$ cat src/rtl/multi_sync_pkg.sv
// Shared types and constants for multi_sync_capture: capture FSM states,
// default parameter values and the filter counter width helper.
package multi_sync_pkg;

  typedef enum logic [1:0] {
    IDLE     = 2'b00,
    CAPTURE  = 2'b01,
    WAIT_LOW = 2'b10
  } cap_state_t;

  localparam int DEF_CHANNELS   = 4;
  localparam int DEF_STAGES     = 2;
  localparam int DEF_FILTER_CNT = 3;
  localparam int DEF_BITS_WIDTH = 5;

  function automatic int cnt_width(input int fc);
    return (fc < 1) ? 1 : $clog2(fc + 1);
  endfunction

endpackage

$ cat src/rtl/sync_filter_ch.sv
// One level channel: STAGES-deep synchronizer, persistence filter and
// registered rise/fall pulses aligned with the filtered level change.
module sync_filter_ch
  import multi_sync_pkg::*;
#(
  parameter int STAGES     = DEF_STAGES,
  parameter int FILTER_CNT = DEF_FILTER_CNT
) (
  input  logic clk,
  input  logic rst_n,
  input  logic async_in,
  output logic sync_raw,
  output logic sync_out,
  output logic rise_pulse,
  output logic fall_pulse
);

  localparam int CW = cnt_width(FILTER_CNT);
  localparam logic [CW-1:0] CNT_LAST = CW'(FILTER_CNT - 1);

  logic [STAGES-1:0] r_sync;
  logic [CW-1:0]     r_cnt;
  logic              r_level;
  logic              r_rise;
  logic              r_fall;
  logic              w_s;

  assign w_s = r_sync[STAGES-1];

  always_ff @(posedge clk or negedge rst_n) begin
    if (!rst_n) begin
      r_sync <= '0;
    end else begin
      r_sync <= {r_sync[STAGES-2:0], async_in};
    end
  end

  // The level only follows the synchronized input once it has differed for
  // FILTER_CNT consecutive cycles; the pulses update on that same edge.
  always_ff @(posedge clk or negedge rst_n) begin
    if (!rst_n) begin
      r_cnt   <= '0;
      r_level <= 1'b0;
      r_rise  <= 1'b0;
      r_fall  <= 1'b0;
    end else begin
      r_rise <= 1'b0;
      r_fall <= 1'b0;
      if (w_s == r_level) begin
        r_cnt <= '0;
      end else if (r_cnt == CNT_LAST) begin
        r_level <= w_s;
        r_cnt   <= '0;
        r_rise  <= w_s;
        r_fall  <= ~w_s;
      end else begin
        r_cnt <= r_cnt + 1'b1;
      end
    end
  end

  assign sync_raw   = w_s;
  assign sync_out   = r_level;
  assign rise_pulse = r_rise;
  assign fall_pulse = r_fall;

endmodule

$ cat src/rtl/multi_sync_capture.sv
// Multi-channel level synchronizer plus strobe-qualified bus capture FSM.
// Optional pending/overrun tracking is enabled by MULTI_SYNC_OVERRUN_EN.
module multi_sync_capture
  import multi_sync_pkg::*;
#(
  parameter int CHANNELS   = DEF_CHANNELS,
  parameter int STAGES     = DEF_STAGES,
  parameter int FILTER_CNT = DEF_FILTER_CNT,
  parameter int BITS_WIDTH = DEF_BITS_WIDTH
) (
  input  logic                  clk,
  input  logic                  rst_n,
  input  logic [CHANNELS-1:0]   async_in,
  output logic [CHANNELS-1:0]   sync_out,
  output logic [CHANNELS-1:0]   rise_pulse,
  output logic [CHANNELS-1:0]   fall_pulse,
  input  logic                  strobe_async,
  input  logic [BITS_WIDTH-1:0] data_async,
  output logic [BITS_WIDTH-1:0] data_out,
  output logic                  data_valid
`ifdef MULTI_SYNC_OVERRUN_EN
  ,
  input  logic                  data_ack,
  output logic                  overrun
`endif
);

  genvar gi;
  generate
    for (gi = 0; gi < CHANNELS; gi++) begin : g_ch
      logic w_unused_raw;
      sync_filter_ch #(
        .STAGES    (STAGES),
        .FILTER_CNT(FILTER_CNT)
      ) u_ch (
        .clk       (clk),
        .rst_n     (rst_n),
        .async_in  (async_in[gi]),
        .sync_raw  (w_unused_raw),
        .sync_out  (sync_out[gi]),
        .rise_pulse(rise_pulse[gi]),
        .fall_pulse(fall_pulse[gi])
      );
    end
  endgenerate

  // Strobe is taken straight off the synchronizer tap, bypassing the filter.
  logic w_ss;
  logic w_unused_strobe_lvl;
  logic w_unused_strobe_rise;
  logic w_unused_strobe_fall;

  sync_filter_ch #(
    .STAGES    (STAGES),
    .FILTER_CNT(1)
  ) u_strobe (
    .clk       (clk),
    .rst_n     (rst_n),
    .async_in  (strobe_async),
    .sync_raw  (w_ss),
    .sync_out  (w_unused_strobe_lvl),
    .rise_pulse(w_unused_strobe_rise),
    .fall_pulse(w_unused_strobe_fall)
  );

  cap_state_t            r_state;
  cap_state_t            w_state_next;
  logic                  w_capture;
  logic [BITS_WIDTH-1:0] r_data_out;
  logic                  r_data_valid;

  always_ff @(posedge clk or negedge rst_n) begin
    if (!rst_n) begin
      r_state <= IDLE;
    end else begin
      r_state <= w_state_next;
    end
  end

  always_comb begin
    w_state_next = r_state;
    w_capture    = 1'b0;
    case (r_state)
      IDLE: begin
        if (w_ss) begin
          w_state_next = CAPTURE;
          w_capture    = 1'b1;
        end
      end
      CAPTURE:  w_state_next = WAIT_LOW;
      WAIT_LOW: if (!w_ss) w_state_next = IDLE;
      default:  w_state_next = IDLE;
    endcase
  end

  // The word is loaded on entry to CAPTURE so data_out and data_valid
  // change together for the whole CAPTURE cycle.
  always_ff @(posedge clk or negedge rst_n) begin
    if (!rst_n) begin
      r_data_out   <= '0;
      r_data_valid <= 1'b0;
    end else begin
      r_data_valid <= w_capture;
      if (w_capture) r_data_out <= data_async;
    end
  end

  assign data_out   = r_data_out;
  assign data_valid = r_data_valid;

`ifdef MULTI_SYNC_OVERRUN_EN
  logic r_pending;
  logic r_overrun;

  always_ff @(posedge clk or negedge rst_n) begin
    if (!rst_n) begin
      r_pending <= 1'b0;
      r_overrun <= 1'b0;
    end else if (r_state == CAPTURE) begin
      r_pending <= 1'b1;
      if (r_pending && !data_ack) r_overrun <= 1'b1;
    end else if (data_ack) begin
      r_pending <= 1'b0;
    end
  end

  assign overrun = r_overrun;
`endif

endmodule

$ cat config.mk
export PLATFORM = sky130hd
export DESIGN_NAME = multi_sync_capture
export DESIGN_NICKNAME = d
export VERILOG_FILES = /design/src/rtl/multi_sync_pkg.sv /design/src/rtl/sync_filter_ch.sv /design/src/rtl/multi_sync_capture.sv
export SDC_FILE = /design/constraint.sdc
export NUM_CORES = 1
export LEC_CHECK = 0
export CAP_MARGIN = 5
export CELL_PAD_IN_SITES_DETAIL_PLACEMENT = 1
export CELL_PAD_IN_SITES_GLOBAL_PLACEMENT = 2
export CORE_AREA = 2 2 90 49
export DETAILED_ROUTE_END_ITERATION = 7
export DIE_AREA = 0 0 92 51
export GPL_TIMING_DRIVEN = 0
export PLACE_DENSITY_LB_ADDON = 0.1
export SKIP_CTS_REPAIR_TIMING = 1
export SLEW_MARGIN = 25
export SYNTH_ARGS = -nofsm -noshare
export SYNTH_HDL_FRONTEND = slang
export SYNTH_SLANG_ARGS = --single-unit
$ cat constraint.sdc
create_clock -name clk -period 1.85 [get_ports clk]
set_input_delay 0.4625 -clock clk [delete_from_list [all_inputs] [get_ports clk]]
set_output_delay 0.4625 -clock clk [all_outputs]
set_load 0.01 [all_outputs]
# Word-level counts from Yosys, hierarchy flattened

Cells that the tools add are included.

Register bits after elaboration: 38
Output and inout bits: 18

Add/sub/neg operators: 4
Equal/unequal tests: 12
Muxes and demuxes: 29
Bitwise logic cells: 8
Reduce and logical (&&, ||, !) cells: 6

Operators with widths:

| operator              | count |
|---|---|
| $mux W2               | 10 |
| $mux W1               | 18 |
| $eq A2 B2 Y1 const B  | 5 |
| $reduce_and A2 Y1     | 5 |
| $add A2 B1 Y2 const B | 4 |
| $not A1 Y1            | 8 |
| $pmux W2 S3           | 1 |
| $eq A1 B1 Y1          | 4 |
| $eq A2 B1 Y1 const B  | 1 |
| $logic_not A2 Y1      | 1 |
| $ne A2 B1 Y1 const B  | 1 |
| $ne A2 B2 Y1 const B  | 1 |

# Depth between registers and ports, before layout

Gate-level depths: netlist of the first run.

Word-level depth: 3
Mapped depth: 2

# Hierarchy

Synthesis of the first run repeated with hierarchy kept, for this count alone.

Cell total of the unflattened synthesis: 83
Area, all modules: 1430.1 um^2

Modules (own cells, without submodules):

| module                             | instances | cells each | area an instance (um^2) | seq. area each (um^2) |
|---|---|---|---|---|
| sync_filter_ch at g_ch[0].u_ch ... | 4         | 14         | 240.2                   | 175.2 |
| multi_sync_capture                 | 1         | 17         | 296.5                   | 200.2 |
| sync_filter_ch at u_strobe         | 1         | 10         | 172.7                   | 125.1 |

# Worst setup path after synthesis of the first run

Ideal clock, no wire load.

Kind: register to register
Start: reg r_state[1]
End: reg r_data_out[0] (netlist: data_out[0])
Library setup time: 0.125 ns
Data arrival time: 1.056 ns
Required time: 1.725 ns
Setup slack: 0.669 ns
Stages on the path, launching flop included: 3
Buffers on the path: 0
Period minus slack after synthesis: 1.181 ns
Cells stage by stage: dfrtp_1 -> nor3b_4 -> mux2_2

Longest elaborated chain between the ends: 2

Ends and longest elaborated chain:

| what                     | RTL line                  | source |
|---|---|---|
| start: declaration       | multi_sync_capture.sv:66  | `cap_state_t r_state;` |
| start signal: assignment | multi_sync_capture.sv:76  | `r_state <= w_state_next;` |
| $logic_not A2 Y1         | multi_sync_capture.sv:83  | `case (r_state)` |
| $mux W1                  | multi_sync_capture.sv:83  |  |
| named net w_capture      | multi_sync_capture.sv:68  | `logic w_capture;` |
| end signal: assignment   | multi_sync_capture.sv:104 | `if (w_capture) r_data_out <= data_async;` |
| end: declaration         | multi_sync_capture.sv:69  | `logic [BITS_WIDTH-1:0] r_data_out;` |

The timed path passes the listed nets, and every way through them passes these cells.
A chain may end at the register's enable or synchronous reset.

# Worst setup path after layout of the first run

Start: reg g_ch[0].u_ch.r_level
End: out sync_out[0]

RTL lines:

| what                     | RTL line                 | source |
|---|---|---|
| start: declaration       | sync_filter_ch.sv:23     | `logic r_level;` |
| start signal: assignment | sync_filter_ch.sv:52     | `r_level <= w_s;` |
| end: declaration         | multi_sync_capture.sv:14 | `output logic [CHANNELS-1:0] sync_out,` |

No word-level cell between the ends.

==> flow_summary.rst, run 1 <==
.. list-table::
   :header-rows: 1

   * - Metric
     - Value
   * - DRT antenna net count
     - 0
   * - Fill count
     - 417
   * - Post-synthesis mux area share
     - 0.0745
   * - Worst-Skew Late Latency
     - 0.28 ns
   * - TritonCTS clock tree
     - built
   * - Multi-input gate area in the final layout
     - 315 µm²
   * - Initial Util
     - 0.337
   * - Die Wd
     - 92 µm
   * - Post-synthesis simple-gate area fraction
     - 0.128
   * - WP data required
     - 1.39 ns
   * - Routed wire length per instance
     - 10.8 µm
   * - Maximum clock frequency
     - 561 MHz
   * - Count of boundary I/O pins
     - 30
   * - Detailed-placement wirelength estimate
     - 1440 µm
   * - DRC marker count from the first detailed-route iteration
     - 22
   * - Hold Vio Cnt, Final
     - 0
   * - Number of levels the H-tree was split into
     - 2
   * - Maximum number of pins on one net before global-route repair
     - 31
   * - Port Buf Inserts
     - 29
   * - Clock-pin slew on the worst setup and hold paths
     - 0.07 ns
   * - Maximum buffer depth of the clock tree
     - 2
   * - Worst clock skew
     - 0.00457 ns
   * - Fraction of layout cells with a size suffix above 1
     - 0.277
   * - Worst VDD drop
     - 0.000458 V
   * - Detailed-route DRC error count
     - 0
   * - Area added between synthesis and finish
     - 37.1%
   * - Start-to-end type of the worst setup path
     - flop to output port
   * - Synth Area in Compound Gates
     - 0.00368
   * - # Max-Cap Violations
     - 0
   * - Post-synthesis instance total
     - 88
   * - LEAKAGE
     - 0.000844 µW
   * - Net count, final
     - 141
   * - Outcome
     - finished clean
   * - Count of state elements after synthesis
     - 38
   * - Share of the yosys chip area belonging to registers
     - 0.699
   * - Final estimated routing congestion in global placement
     - 0.655
   * - Global-route congestion overflow total
     - 0
   * - Die Y
     - 51 µm
   * - R2r worst-path depth
     - 2
   * - Sequential standard cell area
     - 951 µm²
   * - Maximum fanout along the worst path
     - 4
   * - Share of the synthesized area in the top cell type
     - 0.699
   * - Clk root buf
     - clkbuf_8
   * - Aggregate negative setup slack
     - 0 ns
   * - Power density of the placed cells
     - 1430 nW/µm²
   * - Num Clock Sinks
     - 38
   * - Setup Viol. Count Final
     - 0
   * - Clock period minus final worst setup slack
     - 1.78 ns
   * - Netlist Area Pre-Place
     - 1360 µm²
   * - Number of detailed-routing iterations run before antenna repair
     - 4
   * - Total routing usage reported by global routing
     - 0.103
   * - Smallest setup slack after layout
     - 0.0689 ns
   * - Class of the tightest hold or removal check
     - input pin to asynchronous set/reset pin
   * - Mean Syn Cell Area
     - 15.5 µm²
   * - Endpoint type of the worst setup path
     - output port
   * - Warnings, synthesis
     - 0
   * - Diodes inserted
     - 0
   * - Slew margin rel.
     - 0.760
   * - Wire length of the first global-routing pass
     - 3500 µm
   * - Final count of pins violating max slew
     - 0
   * - Final period util
     - 0.963
   * - Arithmetic-cell share of the synthesized area counting full adders, half adders and majority gates
     - 0
   * - Xor and xnor area share after synthesis
     - 0.0258
   * - Total power after layout
     - 2660 µW
   * - Core Area
     - 4040 µm²
   * - Antenna violations before repair
     - 0
   * - Total wirelength of the detailed-routed design
     - 2010 µm
   * - Transition at the pin with the smallest max-transition slack
     - 0.359 ns
   * - Net count after synthesis
     - 100
   * - Inserted Clock Buffers
     - 5
   * - Combinational family with the most area after synthesis
     - simple AND/OR/NAND/NOR gates
   * - Setup repair after global routing missed its margin
     - no
   * - Library cell with the largest summed area after synthesis
     - dfrtp_1
   * - Post-synth cell types
     - 13
   * - Die ar.
     - 4690 µm²
   * - Top cells by area in the synthesized netlist
     - dfrtp_1 (70%), mux2_2 (7.5%), buf_4 (6.6%)
   * - Number of global-route vias before repair
     - 777
   * - Detailed-route via count
     - 773
   * - Utilization after layout
     - 0.461
   * - # rows
     - 17
   * - Worst path arrival time
     - 1.32 ns
   * - Post-detailed-route via-to-cell ratio
     - 4.13
   * - Startpoint Class
     - flop
   * - Pre-CTS setup slack
     - 0.337 ns
## path summary, 6_finish.rpt
| path | from | to | slack, ns |
|---|---|---|---|
| min reg2reg | u_strobe.r_sync[0] | u_strobe.r_sync[1] | 0.36 |
| max reg2reg | r_state[1] | data_out[3] | 0.53 |
| min | rst_n | g_ch[3].u_ch.rise_pulse | 0.02 |
| min in group clk | u_strobe.r_sync[0] | u_strobe.r_sync[1] | 0.36 |
| max | g_ch[0].u_ch.sync_out | sync_out[0] | 0.07 |
| max in group asynchronous | rst_n | g_ch[2].u_ch.r_cnt[0] | 1.41 |
## per-layer routing
metal  global-route usage  share of wire  wire [µm]
met5                    0              0          0
met3               0.0442          0.056        113
met4               0.0672          0.013         27
met1                0.127           0.47        938
met2                0.148           0.46        933
## kinds of logic (layout without fill, tap and decap cells)
kind of cell	count (synthesis)	after routing
xor gates and xnor gates	4	4
AOI/OAI and AO/OA	1	1
DFF	38	38
and+or+nand+nor	23	23
buffers and inverters	13	55
muxes	9	9
## layout by cell type (no fill, tap or decap)
| master | instances |
|---|---|
| buf_2 | 1 |
| clkinv_2 | 1 |
| and3b_1 | 4 |
| nor3b_4 | 1 |
| dfrtp_1 | 38 |
| buf_4 | 16 |
| nor3_1 | 4 |
| xnor2_1 | 4 |
| nor2b_1 | 2 |
| clkdlybuf4s50_1 | 27 |
| inv_1 | 1 |
| buf_12 | 1 |
| nand3b_1 | 1 |
| o21ai_0 | 1 |
| nand2b_1 | 2 |
| nor3b_1 | 9 |
| clkinvlp_4 | 1 |
| mux2_2 | 9 |
| dlymetal6s2s_1 | 1 |
| clkbuf_8 | 6 |
## layout make-up
cell class                      count  area share
Sequential cell                    38       0.510
Buffer                             12      0.0483
Timing Repair Buffer               34       0.181
Clock inverter                      2     0.00671
Clock buffer                        6      0.0443
Inverter                            1     0.00201
Multi-Input combinational cell     37       0.169
Tap cell                           57      0.0383
## cells in the mapped netlist (all sizes together)
cell,number
nand2b,2
and3b,4
xnor2,4
nand3b,1
inv,1
buf,12
nor3b,10
o21ai,1
nor2b,2
dfrtp,38
nor3,4
mux2,9
## power breakdown
group          leakage (µW)  switching (µW)  internal [µW]  total [µW]
Combinational      0.000320             290            572         862
Sequential         0.000476             164           1060        1220
Clock             0.0000472             276            299         576
## critical path, cell delays in order (launching register included)
cell             delay (ns)
dfrtp_1                0.40
buf_4                  0.12
clkdlybuf4s50_1        0.52
## metrics by stage
step / hold WS [ns] / std cells / area, µm²
after detailed placement: 0.329 / 175 / 1740
after global placement: 0.333 / 174 / 1720
after CTS: 0.0114 / 183 / 1830
after global routing: 0.0213 / 187 / 1860
after floorplan: 0.167 / 88 / 1360
final: 0.0206 / 187 / 1860
## state kept, by name, summed over array words and instances, names as in the netlist
register	count
data_valid	1
u_strobe.r_sync	2
g_ch.u_ch.r_sync	8
data_out	5
r_state	2
g_ch.u_ch.fall_pulse	4
g_ch.u_ch.r_cnt	8
g_ch.u_ch.sync_out	4
g_ch.u_ch.rise_pulse	4
Power figures use the tool's default switching activity.
==> run 2, diff against run 1 <==
Settings changed: SYNTH_HIERARCHICAL set to 1.
==> flow_summary.rst, run 2 <==
.. list-table::
   :header-rows: 1

   * - Metric
     - Value
   * - Clock period minus final worst setup slack
     - 1.74 ns
   * - Worst VDD drop
     - 0.000557 V
   * - Power density of the placed cells
     - 1520 nW/µm²
   * - Transition at the pin with the smallest max-transition slack
     - 0.441 ns
   * - # rows
     - 17
   * - Setup Viol. Count Final
     - 0
   * - LEAKAGE
     - 0.000772 µW
   * - Wire length of the first global-routing pass
     - 3730 µm
   * - Final estimated routing congestion in global placement
     - 0.650
   * - Total routing usage reported by global routing
     - 0.109
   * - Routed wire length per instance
     - 12.5 µm
   * - Clk root buf
     - clkbuf_8
   * - Detailed-route via count
     - 696
   * - Die Y
     - 51 µm
   * - R2r worst-path depth
     - 2
   * - Post-synthesis instance total
     - 75
   * - Final standard cell count with taps included and fillers excluded
     - 169
   * - Global-route congestion overflow total
     - 0
   * - Setup repair after global routing missed its margin
     - no
   * - Mean Syn Cell Area
     - 17.4 µm²
   * - Outcome
     - finished clean
   * - Number of global-route vias before repair
     - 795
   * - Final count of pins violating max slew
     - 0
   * - DRC marker count from the first detailed-route iteration
     - 20
   * - Warnings, synthesis
     - 6
   * - Net Switching
     - 736 µW
   * - Diodes inserted
     - 0
   * - Start-to-end type of the worst setup path
     - flop to output port
   * - Clock network fraction of design power
     - 0.253
   * - Worst path arrival time
     - 1.27 ns
   * - Share of total power in combinational logic
     - 0.287
   * - Crit path max-delay family
     - buffers and inverters
   * - Maximum fanout along the worst path
     - 5
   * - Crit path cell chain
     - clkdlybuf4s50_1
   * - Reg-to-reg slack, setup
     - 0.54 ns
   * - Startpoint Class
     - flop
   * - TritonCTS clock tree
     - built
   * - Worst slack on hold paths
     - 0.118 ns
   * - Maximum buffer depth of the clock tree
     - 2
   * - Net count after synthesis
     - 87
   * - Net count, final
     - 124
   * - DRT antenna net count
     - 0
   * - Class of the tightest hold or removal check
     - input pin to asynchronous set/reset pin
   * - Commonest cells after routing, fill and taps aside
     - dfrtp_1 (38), clkdlybuf4s50_1 (28), nor3b_1 (13)
   * - Core Area
     - 4040 µm²
   * - Sequential Power Share
     - 0.459
   * - Antenna violations before repair
     - 0
   * - Detailed-route DRC error count
     - 0
   * - Netlist Area Pre-Place
     - 1310 µm²
   * - Hold Vio Cnt, Final
     - 0
   * - Maximum number of pins on one net before global-route repair
     - 23
   * - Critical R2R Capture
     - data_out[3]
   * - Initial Util
     - 0.324
   * - Area added between synthesis and finish
     - 38.0%
   * - Cell total after placement
     - 162
   * - Worst-path cell with the longest stage delay
     - clkdlybuf4s50_1
   * - Clock-pin slew on the worst setup and hold paths
     - 0.07 ns
   * - WP data required
     - 1.39 ns
   * - Detailed-placement wirelength estimate
     - 1520 µm
   * - Internal power
     - 2010 µW
   * - Number of levels the H-tree was split into
     - 2
   * - Maximum clock frequency
     - 576 MHz
   * - Post-detailed-route via-to-cell ratio
     - 4.12
   * - Final period util
     - 0.939
   * - Port Buf Inserts
     - 29
   * - Switching power share of the total
     - 0.268
   * - Endpoint type of the worst setup path
     - output port
   * - Most common library cell in the layout ignoring fill and taps
     - dfrtp_1
   * - Count of boundary I/O pins
     - 30
   * - Die Wd
     - 92 µm
   * - Critical path buffer and inverter count
     - 1
   * - Start of the worst register-to-register path
     - r_state[0]
   * - Fraction of layout cells with a size suffix above 1
     - 0.205
   * - Worst-Skew Late Latency
     - 0.28 ns
   * - # Max-Cap Violations
     - 0
   * - Slew margin rel.
     - 0.706
   * - Highest cell delay on the worst timing path
     - 0.57 ns
   * - Total wirelength of the detailed-routed design
     - 2110 µm
   * - Number of detailed-routing iterations run before antenna repair
     - 2
   * - Die ar.
     - 4690 µm²
   * - Worst clock skew
     - 0.00393 ns
   * - Num Clock Sinks
     - 38
   * - Inserted Clock Buffers
     - 5
   * - Total power after layout
     - 2750 µW
==> run 2: cell type report <==
type	count	area, µm²
fill	416	2240
clock inverter	1	30.0
sequential	38	951
clock buffer	6	82.6
multi-input combinational	37	357
tap	57	71.3
timing repair buffer	30	313
==> run 2: per-stage QoR <==
step / util / instance area, µm² / setup TNS, ns / worst slack, ns
2_1_floorplan: - / 1310 / 0 / 0.666
3_3_place_gp: 0.413 / 1670 / -19.82 / -0.524
3_5_place_dp: 0.419 / 1690 / 0 / 0.415
4_1_cts: 0.446 / 1800 / 0 / 0.0948
5_1_grt: 0.446 / 1800 / 0 / 0.0494
6_report: 0.446 / 1800 / 0 / 0.113
==> run 2: worst max path at each step <==
stage | startpoint | end | slack, ns | cells past startpoint
after floorplan | r_state[0] | data_out[0] | 0.67 | 2
after global placement | rst_n | g_ch[0].u_ch/rise_pulse | -0.52 | 1
after detailed placement | g_ch[0].u_ch/sync_out | sync_out[0] | 0.41 | 1
after CTS | g_ch[0].u_ch/sync_out | sync_out[0] | 0.09 | 1
after global routing | g_ch[0].u_ch/sync_out | sync_out[0] | 0.05 | 1
final | g_ch[0].u_ch/sync_out | sync_out[0] | 0.11 | 1
==> run 2: routing by layer <==
| layer | vias to the layer above | track usage | wire [µm] |
|---|---|---|---|
| met5 | - | 0 | 0 |
| met4 | 0 | 0.0522 | 14 |
| met3 | 2 | 0.0516 | 163 |
| met2 | 23 | 0.156 | 912 |
| met1 | 344 | 0.139 | 1020 |
| li1 | 327 | - | - |
==> run 2: power groups by stage <==
stage	Combinational [µW]	Sequential, µW	Clock, µW
2_1_floorplan	382	1310	0
3_3_place_gp	774	1260	0
3_5_place_dp	803	1280	0
4_1_cts	805	1260	728
5_1_grt	854	1300	769
6_report	790	1260	697
